`src/rtl/vid_frame_arbiter.sv`:
```
// Frame-granular round-robin arbiter: shares one downscaler datapath between two
// video streams, granting only at SOF and holding the grant for exactly LINES lines.
module vid_frame_arbiter #(
  parameter int D_WIDTH = 8,
  parameter int LINES   = 4,
  parameter int LC_W    = 12
) (
  input  logic               clk,
  input  logic               rst,
  input  logic [D_WIDTH-1:0] s0_data,
  input  logic               s0_valid,
  input  logic               s0_tlast,
  input  logic               s0_tuser,
  output logic               s0_ready,
  input  logic [D_WIDTH-1:0] s1_data,
  input  logic               s1_valid,
  input  logic               s1_tlast,
  input  logic               s1_tuser,
  output logic               s1_ready,
  output logic [D_WIDTH-1:0] m_data,
  output logic               m_valid,
  output logic               m_tlast,
  output logic               m_tuser,
  input  logic               m_ready,
  output logic               grant_id,
  output logic               busy,
  output logic               err_early_sof
);

  if (LINES < 2 || LINES >= 2**LC_W) begin : g_bad_param
    $error("vid_frame_arbiter: need LINES >= 2 and 2**LC_W > LINES");
  end

  typedef enum logic {ARB, GRANT} state_t;

  state_t          state, state_nxt;
  logic            grant_id_nxt, last_grant, last_grant_nxt;
  logic [LC_W-1:0] line_cnt, line_cnt_nxt;
  logic            first_beat, first_beat_nxt;
  logic            err_nxt;
  logic            req0, req1, win, xfer;

  assign req0 = s0_valid & s0_tuser;
  assign req1 = s1_valid & s1_tuser;
  // on a tie the source that did not win last time goes first
  assign win  = (req0 & req1) ? ~last_grant : req1;
  assign busy = (state == GRANT);

  always_comb begin
    state_nxt      = state;
    grant_id_nxt   = grant_id;
    last_grant_nxt = last_grant;
    line_cnt_nxt   = line_cnt;
    first_beat_nxt = first_beat;
    err_nxt        = 1'b0;
    xfer           = 1'b0;
    // discard rule: drop mid-frame beats, hold SOF beats
    s0_ready       = s0_valid & ~s0_tuser;
    s1_ready       = s1_valid & ~s1_tuser;
    m_data         = '0;
    m_valid        = 1'b0;
    m_tlast        = 1'b0;
    m_tuser        = 1'b0;

    if (state == ARB) begin
      if (req0 | req1) begin
        state_nxt      = GRANT;
        grant_id_nxt   = win;
        last_grant_nxt = win;
        line_cnt_nxt   = '0;
        first_beat_nxt = 1'b1;
      end
    end else begin
      if (grant_id) begin
        m_data   = s1_data;
        m_valid  = s1_valid;
        m_tlast  = s1_tlast;
        m_tuser  = s1_tuser;
        s1_ready = m_ready;
      end else begin
        m_data   = s0_data;
        m_valid  = s0_valid;
        m_tlast  = s0_tlast;
        m_tuser  = s0_tuser;
        s0_ready = m_ready;
      end
      xfer = m_valid & m_ready;
      if (xfer) begin
        first_beat_nxt = 1'b0;
        if (m_tuser && !first_beat) begin
          // restart the frame from this beat, same source keeps the grant
          err_nxt      = 1'b1;
          line_cnt_nxt = {{(LC_W-1){1'b0}}, m_tlast};
        end else if (m_tlast) begin
          if (line_cnt == LC_W'(LINES-1)) begin
            state_nxt    = ARB;
            line_cnt_nxt = '0;
          end else begin
            line_cnt_nxt = line_cnt + LC_W'(1);
          end
        end
      end
    end

    if (rst) begin
      s0_ready = 1'b0;
      s1_ready = 1'b0;
      m_valid  = 1'b0;
    end
  end

  always_ff @(posedge clk) begin
    if (rst) begin
      state         <= ARB;
      grant_id      <= 1'b0;
      last_grant    <= 1'b1;
      line_cnt      <= '0;
      first_beat    <= 1'b0;
      err_early_sof <= 1'b0;
    end else begin
      state         <= state_nxt;
      grant_id      <= grant_id_nxt;
      last_grant    <= last_grant_nxt;
      line_cnt      <= line_cnt_nxt;
      first_beat    <= first_beat_nxt;
      err_early_sof <= err_nxt;
    end
  end

endmodule

```
`config.mk`:
```
export PLATFORM = sky130hd
export DESIGN_NAME = vid_frame_arbiter
export DESIGN_NICKNAME = d
export VERILOG_FILES = /design/src/rtl/vid_frame_arbiter.sv
export SDC_FILE = /design/constraint.sdc
export NUM_CORES = 1
export LEC_CHECK = 0
export CAP_MARGIN = 20
export CORE_MARGIN = 1.5
export CORE_UTILIZATION = 40
export CTS_CLUSTER_SIZE = 40
export DETAILED_ROUTE_END_ITERATION = 16
export HOLD_SLACK_MARGIN = 0.12
export PLACE_DENSITY = 0.74
export SYNTH_ARGS = -nofsm -noshare
export SYNTH_HDL_FRONTEND = slang
export SYNTH_SLANG_ARGS = --single-unit
```
`constraint.sdc`:
```
create_clock -name clk -period 5.6 [get_ports clk]
set_clock_uncertainty 0.1 [all_clocks]
set_input_delay 1.68 -clock clk [delete_from_list [all_inputs] [get_ports clk]]
set_output_delay 1.68 -clock clk [all_outputs]
set_load 0.01 [all_outputs]
```
==> results.tsv <==
metric	value	unit
CP Capture Type	output pin	
EDFF count, synth	0	
MaxCap Viol Count	0	
Finished Core Util	0.582	
hold_buf cts	0	
most frequent cells in the layout	clkdlybuf4s50_1 (40), dfxtp_1 (17), o21ai_0 (13), nor2b_1 (11), a21oi_1 (10)	
Worst setup SP type	input pin	
r2r startpoint	grant_id	
Min Hold Slack	0.389	ns
Syn Inst Count	146	
IO Port Bufs	40	
Syn Nets	172	
Unique masters post-synth	44	
TritonCTS buffer count	3	
clk slew on worst S/H paths	0.11	ns
DR DRC count	0	
Via Count	1217	
Worst Tran Pin Value	0.786	ns
synthesis-stage register bit count	17	
worst hold endpoint	line_cnt[1]	
GPL Wtd Cong	0.777	
clock buffer depth	2	
R2R cell count	5	
vias in the first global route	1193	
die footprint	0.00326	mm²
DP Cell Count	211	
Cell Area, Synth	0.00117	mm²
minimum clock period	4.98	ns
most common cell after layout, fill and taps aside	clkdlybuf4s50_1	
hold depth	2	
Hold Crit Start	line_cnt[1]	
Skew-Pair Late Insertion Delay	0.30	ns
Final ANT Viol Nets	0	
GR Util All Layers	0.197	
area of the core	0.00276	mm²
Clock Sink Count	17	
Final Hold Vio Count	0	
share of layout cells above drive strength 1	0.0761	
I/O pin cnt	41	
WL/cell	14.5	µm
Die X	57.1	µm
Final Cycle Share	0.889	
Cell Count, Final, Fillers Out	215	
grt ovf	0	
H-tree Lvls	1	
leading area contributor after synthesis	dfxtp_1	
Final nets	211	
Worst R2R End	line_cnt[8]	
Critical Path RT	3.82	ns
DR pass1 iterations	4	
top cell type's share of synthesized area	0.291	
CP arrival	3.20	ns
Max Clock Freq	0.201	GHz
Leak	0.523	nW
initial core utilization	0.424	
CP Class	in2out	
Yosys Warn Count	0	
synth-to-layout area growth	37.2	%
ys async rst share	0	
Area after DPL	0.00158	mm²
initial antenna violation count	0	
n_diodes	0	
post-route design area	0.00161	mm²
Top FF cell, synth	dfxtp_1	
row count	19	
outcome	finished clean	
Max FO, Critical Path	4	
Slew Limit Headroom	0.475	
Worst VDD drop	123	µV
Filler cells	254	
Final TNS setup	0	ns
total wire length	3.12	mm
pins over their slew limit	0	
Resized cells post-CTS	0	
largest net degree at the start of global routing	25	
Pwr Density	172	mW/mm²
Setup Fix Bufs, Post-CTS	0	
Setup-failing EPs final	0	
first-pass GRT wire length	5.09	mm
r2r setup slk	3.09	ns
DR vias/cell	5.66	
Synth area leaders	dfxtp_1 (29%), mux2i_1 (6.8%), nor2b_1 (5.9%)	
DRT iter0 DRCs	41	
HPWL after DPL	2.35	mm
CTS tree	yes	
post-synthesis sequential area ratio	0.291	
Die Span Y	57.1	µm
RSZ-0062 raised after global routing	no	
clock root buffer	clkbuf_4	
Hold WC Path Type	reg2reg	
synthesized area per cell	8.01	µm²
[final cells by class]
class | instances | area, µm² | area share
clock buffers | 3 | 22.5 | 0.0140
clock inverters | 1 | 5.00 | 0.00312
inverters | 6 | 22.5 | 0.0140
multi-input cells | 116 | 768 | 0.479
flip-flops and latches | 17 | 340 | 0.212
well taps | 31 | 38.8 | 0.0242
repair buffers | 41 | 408 | 0.254
[cells by family (layout without fill, tap and decap cells)]
family,Yosys count,after routing,synth area share
multiplexers,11,11,0.110
buffers and inverters,13,51,0.0524
flip-flops,17,17,0.291
AO/OA/AOI/OAI,40,40,0.216
adder cells (fa/ha/maj),1,1,0.0107
AND/OR/NAND/NOR,64,64,0.320
[worst max-delay path by stage]
stage | start | end | slack, ns | depth (start not counted)
after floorplan | s1_tlast | m_tlast | 1.68 | 2
after global placement | s0_valid | s0_ready | 0.68 | 6
after detailed placement | s0_tuser | s0_ready | 0.62 | 5
after CTS | s0_tuser | s0_ready | 0.62 | 5
after global routing | s0_tuser | s0_ready | 0.53 | 5
final | s0_tuser | s0_ready | 0.62 | 5
[flip-flops by register name, indices dropped and copies added (netlist names)]
signal,flops
line_cnt,12
busy,1
err_early_sof,1
first_beat,1
grant_id,1
last_grant,1
[stage by stage]
| stage | total power, W | setup WS (ns) |
|---|---|---|
| finish | 0.000277 | 0.624 |
| global route | 0.000288 | 0.528 |
| CTS | 0.000277 | 0.621 |
| detailed placement | 0.000209 | 0.621 |
| global placement | 0.000207 | 0.679 |
| floorplan | 0.000170 | 1.68 |
[cells in the mapped netlist (2+ instances only)]
cell	n
nor3b_1	2
o21bai_1	2
nand2b_1	3
nand2_1	9
nor3_1	8
nor2b_1	11
mux2i_1	8
or4b_1	3
clkbuf_1	4
or4_1	2
o31ai_1	4
nand3_1	5
inv_1	6
a211oi_1	2
dfxtp_1	17
nor2_1	9
a32oi_1	3
o21ai_0	13
a21oi_1	10
[critical path, stage by stage]
cell,delay (ns)
clkdlybuf4s50_1,0.51
a211oi_1,0.26
a31oi_1,0.06
nor2_1,0.13
clkdlybuf4s50_1,0.56
[power breakdown]
| group | internal (W) | leakage (nW) | switching, W |
|---|---|---|---|
| clock network | 0.0000267 | 0.0177 | 0.0000435 |
| registers | 0.000124 | 0.138 | 0.00000844 |
| logic | 0.0000444 | 0.367 | 0.0000299 |
[per-layer routing]
layer  GRT usage  wire length, µm  vias to the layer above
li1            -                -                      614
met1       0.234             1310                      554
met2       0.350             1590                       45
met3      0.0272              187                        4
met4      0.0930               37                        0
met5           0                0                        -
(Power assumes the default switching activity.)
==> patch 1 (same settings) <==
One comparison of `line_cnt` changes from == to >=.
--- a/src/rtl/vid_frame_arbiter.sv
+++ b/src/rtl/vid_frame_arbiter.sv
@@ -94,3 +94,3 @@
         end else if (m_tlast) begin
-          if (line_cnt == LC_W'(LINES-1)) begin
+          if (line_cnt >= LC_W'(LINES-1)) begin
             state_nxt    = ARB;
Behaviour: no difference found for any inputs over 10 cycles, from zero or initial values and one cycle with rst high; that may be too few to reach the edited logic, so the function may still have changed.
==> patch 1 against the unedited design <==
  * Area after synthesis decreased by 16%
  * Critical path depth decreased by 1
  * Sequential power about the same
  * Power decreased by 2.8%
  * Cell area decreased by 12%
  * Count of clock-buffer cells in the layout unchanged
  * Sequential cell count unchanged
  * Worst setup slack got worse by 15 ps
  * Routed wire length decreased by 18%
  * Critical path type unchanged
  * Critical endpoint is now m_valid
  * Highest routed layer unchanged
==> patch 1: results (changes against the unedited design) <==
status completed; starting DRC count in detailed routing 12 (-71%); Post-Synth Adder-Cell Area 1.272% (+0.20 points); share of layout cells above drive strength 1 7.285% (-0.32 points); CP max stage delay 590 ps (+30 ps); largest net degree at the start of global routing 24 (-4.0%); Synth area leaders dfxtp_1 35%, mux2i_1 11%, nor2b_1 7.0%; Switching Fraction 28.70% (-0.92 points); multiplexer share of the synthesized area 12.72% (+1.7 points); first-pass GRT wire length 4271 um (-16%); Synth Net Count 139 (-19%); complex-gate fraction of the synthesized area 18.70% (-2.9 points); Worst VDD drop 0.1618 mV (+31%); met2 usage 36.67% (+1.7 points); Post-Route WL 2562 um (-18%); nets 178 (-16%); register area share after synthesis 34.61% (+5.5 points); DP HPWL 1987 um (-15%); Synth Instances 113 (-23%); dpl cell area 0.001381 mm^2 (-12%); Post-synth top cells 17 x dfxtp_1, 11 x mux2i_1, 11 x nor2b_1, 7 x inv_1, 7 x nor2_1; vias in the first global route 991 (-17%); DP Worst Slack 612.2 ps (-8.611 ps); Via density 5.419 (-4.3%); Slew HR 45.86% (-1.7 points); Avg WL per Cell 14.31 um (-1.4%); GPL Wtd Cong 0.7952 (+2.4%)
[patch 1: worst paths after layout]
check,startpoint,endpoint,slack [ps],cells after the start
setup reg to reg,grant_id,line_cnt[11],3230,4
setup / recovery,rst,m_valid,610,4
hold reg to reg,line_cnt[7],line_cnt[7],360,2
hold / removal,line_cnt[7],line_cnt[7],360,2
[patch 1: layer usage]
layer / wire, um / vias to the layer above / part of all wire, %
li1: - / 484 / -
met1: 1117 / 447 / 44
met2: 1225 / 37 / 48
met3: 204 / 2 / 8.0
met4: 14 / 0 / 0.55
met5: 0 / - / 0
[patch 1: cell type report]
| type | count | area [um^2] |
|---|---|---|
| Fill cell | 204 | 867.1 |
| Multi-Input combinational cell | 83 | 579.3 |
| Timing Repair Buffer | 40 | 400.4 |
| Sequential cell | 17 | 340.3 |
| Tap cell | 28 | 35.03 |
| Inverter | 7 | 26.28 |
| Clock buffer | 3 | 22.52 |
| Clock inverter | 1 | 5.005 |
==> patch 2 (same settings) <==
Without the edit above. Change the parameter `LC_W` from 12 to 13.
--- a/src/rtl/vid_frame_arbiter.sv
+++ b/src/rtl/vid_frame_arbiter.sv
@@ -5,3 +5,3 @@
   parameter int LINES   = 4,
-  parameter int LC_W    = 12
+  parameter int LC_W    = 13
 ) (
Behaviour: same outputs for any inputs over 10 cycles, from zero or initial values and one cycle with rst high; that may be too few to reach the edited logic, so the function may still have changed.
==> patch 2 against the unedited design <==
  * Register-to-register slack worse by 280 ps
  * Critical path type unchanged
  * Critical path depth is 1 higher
  * Power is 7.2% higher
  * Cell area is 3.7% higher
  * Count of clock-buffer cells in the layout is 1 higher
  * Area after synthesis is 4.8% higher
  * Worst setup slack worse by 16 ps
  * Clock power is 15% higher
  * Synthesized cell count is 10% higher
  * First-iteration DRC count is 130% higher
  * Worst hold slack better by 12 ps
  * Routed wire length is 4.5% higher
  * Largest power group unchanged
  * Sequential cell count is 1 higher
==> patch 2: results (changes against the unedited design) <==
Synth Warn # 0 (unchanged); Non-Filler Instances 227 (+5.6%); root buffer cell clkbuf_4; Main synth FF type dfxtp_1; Seq group 0.000140 W (+6%); largest net degree at the start of global routing 27 (+8.0%); dpl cell area 0.001628 mm^2 (+3.2%); Post-synth top cells 18 x dfxtp_1, 16 x a21oi_1, 14 x o21ai_0, 11 x nand2_1; P_comb 0.0000762 W (+2%); CP Launch Point s0_valid; nets 223 (+5.7%); ys async rst share 0% (unchanged); Synth Net Count 187 (+8.7%); number of CTS-inserted buffers 3 (unchanged); status completed; Leak Pwr 0.5539 nW (+6.0%); Hold Path Depth 2 (unchanged); DP Worst Slack 626.7 ps (+5.903 ps); Synth Instances 161 (+10%); Critical-path top delay cell clkdlybuf4s50_1; worst reg2reg setup slack 2810 ps (-280 ps); RR Endpoint line_cnt[6]; Yosys cell types 41 (-6.8%); WHS 401.1 ps (+11.76 ps); cts repair resizes 0 (unchanged); GPL Wtd Cong 0.8774 (+13%); initial antenna violation count 0 (unchanged); internal power of the cells 0.0002153 W (+11%); Remaining DRCs 0 (unchanged); H-Tree Depth 1 (unchanged); Worst VDD drop 0.09046 mV (-27%); vias in the first global route 1,296 (+8.6%); CP max stage delay 560 ps (about the same); PortBufs 40 (unchanged); reg2reg start grant_id; clock slew at reported path FFs 100 ps; Worst Tran Pin Value 983.2 ps (+197.3 ps); filler instances 271 (+6.7%); Most flops, register line_cnt; register area share after synthesis 29.39% (+0.30 points); minimum clock period 4992 ps (+15.66 ps); Post-CTS Setup Bufs 0 (unchanged); Synth area leaders dfxtp_1 29%, mux2i_1 7.3%, a21oi_1 6.5%; Post-Route WL 3263 um (+4.5%); via count 1,368 (+12%); Largest register FFs 13 (+1); critical path endpoint s0_ready; first-pass GRT wire length 5575 um (+9.6%); DP HPWL 2505 um (+6.5%); share of layout cells above drive strength 1 6.122% (-1.5 points); CP arrival 3210 ps (about the same); Design Power 0.0002964 W (+7.2%); CP max FO 5 (+1); insertion delay to the later sink of the worst-skew pair 300 ps (about the same); gr usage total 20.78% (+1.1 points); starting DRC count in detailed routing 96 (+130%); Antenna Cells 0 (unchanged)
patch 2: cells by family after synthesis:
| group | count (synthesis) | share of synthesized area (%) |
|---|---|---|
| fa+ha+maj | 1 | 1.020 |
| mux | 11 | 10.41 |
| flops | 18 | 29.39 |
| compound gates | 45 | 21.84 |
| buf+inv | 14 | 5.203 |
| simple gates | 72 | 32.14 |
patch 2: final cells by class:
type / instances / area, um^2 / area share (%)
sequential: 18 / 360.3 / 21.65
timing repair buffer: 42 / 415.4 / 24.96
inverter: 3 / 11.26 / 0.6767
clock buffer: 4 / 36.28 / 2.180
multi-input combinational: 129 / 802.0 / 48.20
tap: 31 / 38.79 / 2.331
patch 2: routing by layer:
metal / track usage [%] / vias to the layer above / wire (um)
met3: 3.516 / 6 / 170
li1: - / 666 / -
met4: 5.980 / 0 / 48
met1: 24.31 / 642 / 1386
met5: 0 / - / 0
met2: 38.52 / 54 / 1657
